File: src/rtl/transaction_engine_pkg.sv
// rtl/transaction_engine_pkg.sv - shared memory map, state encoding and address helpers
package transaction_engine_pkg;

  // Memory map shared with the memory initialiser and the display path
  localparam logic [1:0] P1_BAL = 2'd0;
  localparam logic [1:0] P2_BAL = 2'd1;
  localparam logic [1:0] P1_KEY = 2'd2;
  localparam logic [1:0] P2_KEY = 2'd3;

  typedef enum logic [3:0] {
    S_IDLE,
    S_RD_KEY,
    S_RD_SRC,
    S_RD_DST,
    S_CHECK,
    S_WR_SRC,
    S_WR_DST,
    S_ANIMATE,
    S_DONE
  } state_t;

  // Balance address of a player (0 = P1, 1 = P2)
  function automatic logic [1:0] bal_addr(input logic player);
    return player ? P2_BAL : P1_BAL;
  endfunction

  // Key address of a player (0 = P1, 1 = P2)
  function automatic logic [1:0] key_addr(input logic player);
    return player ? P2_KEY : P1_KEY;
  endfunction

endpackage

File: src/rtl/transaction_engine_anim_timer.sv
// rtl/transaction_engine_anim_timer.sv - animation cycle counter
module anim_timer #(
  parameter int CYCLES = 16
) (
  input  logic i_clock,
  input  logic i_reset,
  input  logic i_start,
  input  logic i_count,
  output logic o_done
);

  localparam int CW = (CYCLES > 1) ? $clog2(CYCLES) : 1;

  logic [CW-1:0] r_cnt;

  // Counter is held at zero while start is high so every run begins fresh
  always_ff @(posedge i_clock) begin
    if (i_reset || i_start) begin
      r_cnt <= '0;
    end else if (i_count) begin
      r_cnt <= r_cnt + CW'(1);
    end
  end

  // Done on the last counted cycle, so the caller sees exactly CYCLES count cycles
  assign o_done = i_count && (r_cnt == CW'(CYCLES - 1));

endmodule

File: src/rtl/transaction_engine.sv
// rtl/transaction_engine.sv - key-checked balance transfer between two players
module transaction_engine
  import transaction_engine_pkg::*;
#(
  parameter int ANIM_CYCLES = 16,
  parameter int W           = 8
) (
  input  logic         i_clock,
  input  logic         i_reset,
  input  logic         i_start_transaction,
  input  logic         i_sender,
  input  logic [W-1:0] i_amount,
  input  logic [W-1:0] i_key,
  output logic [1:0]   o_mem_addr,
  input  logic [W-1:0] i_mem_rdata,
  output logic [W-1:0] o_mem_wdata,
  output logic         o_mem_we,
  output logic         o_finished_transaction,
  output logic         o_tx_ok,
  output logic         o_tx_reject,
  output logic         o_anim_active
);

  state_t       r_state;
  logic         r_sender;
  logic [W-1:0] r_stored_key;
  logic [W-1:0] r_src;
  logic [W-1:0] r_dst_new;
  logic [1:0]   r_mem_addr;
  logic [W-1:0] r_mem_wdata;
  logic         r_mem_we;
  logic         r_finished;
  logic         r_tx_ok;
  logic         r_tx_reject;
  logic         r_anim_active;

  logic [W:0]   w_sum;
  logic         w_accept;
  logic         w_timer_start;
  logic         w_timer_count;
  logic         w_anim_done;

  // Destination balance arrives on i_mem_rdata during CHECK; the extra bit flags overflow
  assign w_sum    = {1'b0, i_mem_rdata} + {1'b0, i_amount};
  assign w_accept = (i_key == r_stored_key) && (i_amount <= r_src) && !w_sum[W];

  assign w_timer_start = (r_state != S_ANIMATE);
  assign w_timer_count = (r_state == S_ANIMATE);

  anim_timer #(
    .CYCLES (ANIM_CYCLES)
  ) u_anim_timer (
    .i_clock (i_clock),
    .i_reset (i_reset),
    .i_start (w_timer_start),
    .i_count (w_timer_count),
    .o_done  (w_anim_done)
  );

  // Transaction sequencer; memory address is registered one state ahead of the read capture
  always_ff @(posedge i_clock) begin
    if (i_reset) begin
      r_state       <= S_IDLE;
      r_sender      <= 1'b0;
      r_stored_key  <= '0;
      r_src         <= '0;
      r_dst_new     <= '0;
      r_mem_addr    <= P1_BAL;
      r_mem_wdata   <= '0;
      r_mem_we      <= 1'b0;
      r_finished    <= 1'b0;
      r_tx_ok       <= 1'b0;
      r_tx_reject   <= 1'b0;
      r_anim_active <= 1'b0;
    end else begin
      r_mem_we <= 1'b0;
      case (r_state)
        S_IDLE: begin
          if (i_start_transaction) begin
            r_state     <= S_RD_KEY;
            r_sender    <= i_sender;
            r_tx_ok     <= 1'b0;
            r_tx_reject <= 1'b0;
            r_mem_addr  <= key_addr(i_sender);
          end
        end
        S_RD_KEY: begin
          if (!i_start_transaction) begin
            r_state    <= S_IDLE;
            r_mem_addr <= P1_BAL;
          end else begin
            r_state    <= S_RD_SRC;
            r_mem_addr <= bal_addr(r_sender);
          end
        end
        S_RD_SRC: begin
          if (!i_start_transaction) begin
            r_state    <= S_IDLE;
            r_mem_addr <= P1_BAL;
          end else begin
            r_state      <= S_RD_DST;
            r_stored_key <= i_mem_rdata;
            r_mem_addr   <= bal_addr(~r_sender);
          end
        end
        S_RD_DST: begin
          if (!i_start_transaction) begin
            r_state    <= S_IDLE;
            r_mem_addr <= P1_BAL;
          end else begin
            r_state <= S_CHECK;
            r_src   <= i_mem_rdata;
          end
        end
        S_CHECK: begin
          if (!i_start_transaction) begin
            r_state    <= S_IDLE;
            r_mem_addr <= P1_BAL;
          end else if (w_accept) begin
            r_state     <= S_WR_SRC;
            r_dst_new   <= w_sum[W-1:0];
            r_mem_addr  <= bal_addr(r_sender);
            r_mem_wdata <= r_src - i_amount;
            r_mem_we    <= 1'b1;
          end else begin
            r_state       <= S_ANIMATE;
            r_tx_reject   <= 1'b1;
            r_anim_active <= 1'b1;
          end
        end
        S_WR_SRC: begin
          // Committed: the second write goes out whatever start_transaction does
          r_state     <= S_WR_DST;
          r_mem_addr  <= bal_addr(~r_sender);
          r_mem_wdata <= r_dst_new;
          r_mem_we    <= 1'b1;
          r_tx_ok     <= 1'b1;
        end
        S_WR_DST: begin
          r_state       <= S_ANIMATE;
          r_anim_active <= 1'b1;
        end
        S_ANIMATE: begin
          if (w_anim_done) begin
            r_state       <= S_DONE;
            r_anim_active <= 1'b0;
            r_finished    <= 1'b1;
          end
        end
        S_DONE: begin
          if (!i_start_transaction) begin
            r_state    <= S_IDLE;
            r_finished <= 1'b0;
            r_mem_addr <= P1_BAL;
          end
        end
        default: begin
          r_state <= S_IDLE;
        end
      endcase
    end
  end

  assign o_mem_addr             = r_mem_addr;
  assign o_mem_wdata            = r_mem_wdata;
  assign o_mem_we               = r_mem_we;
  assign o_finished_transaction = r_finished;
  assign o_tx_ok                = r_tx_ok;
  assign o_tx_reject            = r_tx_reject;
  assign o_anim_active          = r_anim_active;

endmodule

File: config.mk
export PLATFORM = sky130hd
export DESIGN_NAME = transaction_engine
export DESIGN_NICKNAME = d
export VERILOG_FILES = /design/src/rtl/transaction_engine_pkg.sv /design/src/rtl/transaction_engine_anim_timer.sv /design/src/rtl/transaction_engine.sv
export SDC_FILE = /design/constraint.sdc
export NUM_CORES = 1
export LEC_CHECK = 0
export CAP_MARGIN = 20
export CORE_MARGIN = 3
export CORE_UTILIZATION = 45
export CTS_CLUSTER_DIAMETER = 150
export DETAILED_ROUTE_END_ITERATION = 12
export GPL_TIMING_DRIVEN = 1
export PLACE_DENSITY = 0.68
export SYNTH_ARGS = -nofsm -noshare
export SYNTH_HDL_FRONTEND = slang
export SYNTH_SLANG_ARGS = --single-unit
File: constraint.sdc
create_clock -name i_clock -period 3.5 [get_ports i_clock]
set_input_delay 0.7 -clock i_clock [delete_from_list [all_inputs] [get_ports i_clock]]
set_output_delay 0.7 -clock i_clock [all_outputs]
set_load 0.05 [all_outputs]
==> flow_summary_export.csv, run 1 <==
group,metric,value,unit
placement,io_buffers,42,
global_routing,grt_pass1_wl,11500,um
floorplan,fp.dieArea,0.00754,sq mm
cells_and_area,syn2layout_area_growth,20.9,%
cells_and_area,drive_above_1_share,8.14,%
power,power.density,308,mW/mm^2
timing,fin_skew,3.65,ps
synthesis,async_flop_share,0,%
timing,setup-tns-final,0,ps
worst_setup_path,crit_path_end_kind,"flop",
timing,maxSlewHeadroom,61.4,%
power,p_total,1.09,mW
synthesis,synth_cells,337,
timing,fmax,326,MHz
worst_setup_path,crit_chain,"clkdlybuf4s50_1, ha_1, fa_1, a211oi_2, nor2_1, o221a_4, or2_2, o21ai_1, a31o_2",
placement,hpwl,5270,um
placement,routabilityCongestion,0.891,
clocking,htreeDepth,2,
cells_and_area,register_area,961,sq um
flow_run,max-cap-violations,0,
worst_hold_path,hold_path_class,"flop to flop",
clocking,cts_resized,0,
clocking,cts-root-buf,"clkbuf_8",
drt,firstDrtPassIters,4,
clocking,cts.path.max_buffers,2,
cells_and_area,layout_common_cells,"56 x nor2_1, 48 x dfxtp_1, 42 x clkdlybuf4s50_1",
worst_setup_path,slowest_delay,460,ps
floorplan,dieHeight,86.8,um
clocking,cts_tree,"built",
clocking,clkLatencyLatePin,300,ps
synthesis,synth_seq_cells,48,
worst_setup_path,cp.arrival,3310,ps
floorplan,die_w,86.8,um
floorplan,start_util,48.0,%
drt,dr.first_iter.drc_count,124,
worst_setup_path,critical_path.top_delay_family,"compound AO/OA/AOI/OAI gates",
cells_and_area,n_antenna_cell,0,
synthesis,synthesis.area,0.00294,sq mm
drt,wl_per_cell,14.7,um
drt,drt_wl_total,6690,um
power,total_leakage_power,1.48,nW
synthesis,syn_avg_cell_area,8.72,sq um
floorplan,core_area,0.00613,sq mm
synthesis,synth_edf_count,0,
synthesis,synth_ff_type,"dfxtp_1",
worst_setup_path,cp.required,3750,ps
timing,rsz0062_at_grt,"false",
drt,route.antenna.remaining_nets,0,
timing,setup_viol,0,
synthesis,yosysUniqueCellTypes,57,
floorplan,rows,28,
global_routing,gr-usage-all-layers,18.9,%
synthesis,yosys.area.top_type,"dfxtp_1",
worst_setup_path,critical-path-slowest-cell,"clkdlybuf4s50_1",
global_routing,overflow,0,
synthesis,synth-seq-area-share,32.7,%
clocking,hold_buffers,0,
worst_setup_path,worst-path-max-fanout,6,
worst_setup_path,critPathKind,"primary input to flop",
global_routing,grt_max_degree,29,
synthesis,synth_warnings,0,
clocking,numCtsBuffers,5,
drt,vias_per_cell,5.53,
global_routing,antenna_found_initial,0,
synthesis,synth_top_area_share,32.7,%
status,status,"complete, no violations",
cells_and_area,final_area,0.00356,sq mm
power,peakVddDrop,0.179,mV
drt,via_count,2522,
timing,hold_viol,0,
timing,period_share,87.5,%
clocking,clk_pin_slew,80,ps
synthesis,netlist_top_cells_area,"dfxtp_1 33%, mux2i_1 9.9%, ha_1 7.2%, nor2_1 7.1%, xor2_1 3.6%",
drt,drc_errors,0,
worst_setup_path,crit_buf_inv,1,
cells_and_area,fin_nets,427,
floorplan,io_pins,43,
clocking,clock-sinks,48,
cells_and_area,fillCellCount,566,
global_routing,first_global_vias,2407,
cells_and_area,final_common_cell,"nor2_1",
placement,place_area,0.00347,sq mm
synthesis,synth_nets,384,
clocking,cts_setup_buffers,0,
worst_setup_path,worst_setup_path_start_kind,"primary input",
timing,final_max_slew_viol_count,0,
timing,worst_slew_pin_slew,577,ps
timing,finalWorstPathRequiredPeriod,3060,ps
cells_and_area,multi_input_area,0.00187,sq mm
==> routing by layer <==
| layer | up-vias | track usage [%] | share of wire, % |
|---|---|---|---|
| met2 | 58 | 31.3 | 48 |
| met3 | 13 | 3.33 | 3.8 |
| met1 | 1159 | 24.9 | 46 |
| met4 | 0 | 6.23 | 2.0 |
| li1 | 1292 | - | - |
| met5 | - | 0 | 0 |
==> flip-flops by register name, summed over array words and instances (netlist names), 2 cells and up <==
signal and cells:
u_anim_timer.r_cnt 4, r_dst_new 8, o_mem_wdata 8, r_stored_key 8
r_src 8, r_state 4, o_mem_addr 2
==> metrics by stage <==
stage	setup WS [ps]	cells	hold WS [ps]	utilization, %
after global routing	282	456	489	58.0
after global placement	167	448	435	56.5
after floorplan	629	337	418	-
after detailed placement	126	448	444	56.5
after CTS	441	456	457	58.0
final	437	456	454	58.0
==> power by group <==
part	switching (mW)	total [mW]	internal [mW]
Combinational	0.102	0.193	0.0913
Sequential	0.00690	0.558	0.551
Clock	0.181	0.342	0.162
==> cell usage after synthesis, types with 3 or more instances <==
library cell  instances
nand3b_1              4
nor3_1                7
and2_1                3
o21a_1                5
o21bai_1              3
nor2_1               56
or3_1                 3
or2_2                 3
nand3_1              11
xnor2_1               5
dfxtp_1              48
nor3b_1               3
xor2_1               12
nand2_1              15
nand2b_1              4
a31o_2                3
o21ai_0              11
a31oi_1               3
clkbuf_1             11
a21oi_1              12
inv_1                16
a211oi_1              4
o211ai_1              5
o211a_1               6
ha_1                 17
nor2b_1               3
mux2i_1              29
==> layout make-up <==
cell class	instances	share of cell area, %
Multi-Input combinational cell	259	52.6
Sequential cell	48	27.0
Timing Repair Buffer	50	13.5
Tap cell	75	2.64
Clock buffer	8	2.53
Inverter	16	1.69
==> kinds of logic after synthesis <==
| kind of cell | count (synthesis) | synth area share [%] |
|---|---|---|
| AO/OA/AOI/OAI | 72 | 19.4 |
| adder cells (fa/ha/maj) | 19 | 8.60 |
| XOR/XNOR | 17 | 5.06 |
| AND/OR/NAND/NOR | 121 | 20.1 |
| flip-flops | 48 | 32.7 |
| multiplexers | 30 | 10.3 |
| buffers and inverters | 30 | 3.91 |
==> path summary, 6_finish.rpt <==
path                               from                     to  slack (ps)  depth (start not counted)
setup / recovery         i_mem_rdata[0]         o_mem_wdata[0]         440                          9
hold / removal    u_anim_timer.r_cnt[0]  u_anim_timer.r_cnt[0]         450                          1
setup reg to reg               r_src[0]           r_dst_new[3]        1000                         10
hold reg to reg   u_anim_timer.r_cnt[0]  u_anim_timer.r_cnt[0]         450                          1
Power figures use the tool's default switching activity.
==> inputs of run 2 (changes only) <==
--- a/config.mk
+++ b/config.mk
@@ -5,12 +5,14 @@
 export SDC_FILE = /design/constraint.sdc
 export NUM_CORES = 1
 export LEC_CHECK = 0
+export ABC_AREA = 0
 export CAP_MARGIN = 20
 export CORE_MARGIN = 3
 export CORE_UTILIZATION = 45
 export CTS_CLUSTER_DIAMETER = 150
 export DETAILED_ROUTE_END_ITERATION = 12
 export GPL_TIMING_DRIVEN = 1
+export HOLD_SLACK_MARGIN = 0.05
 export PLACE_DENSITY = 0.68
 export SYNTH_ARGS = -nofsm -noshare
 export SYNTH_HDL_FRONTEND = slang
==> results of run 2 <==
The final DEF is identical to that of run 1; final timing and power are the same.
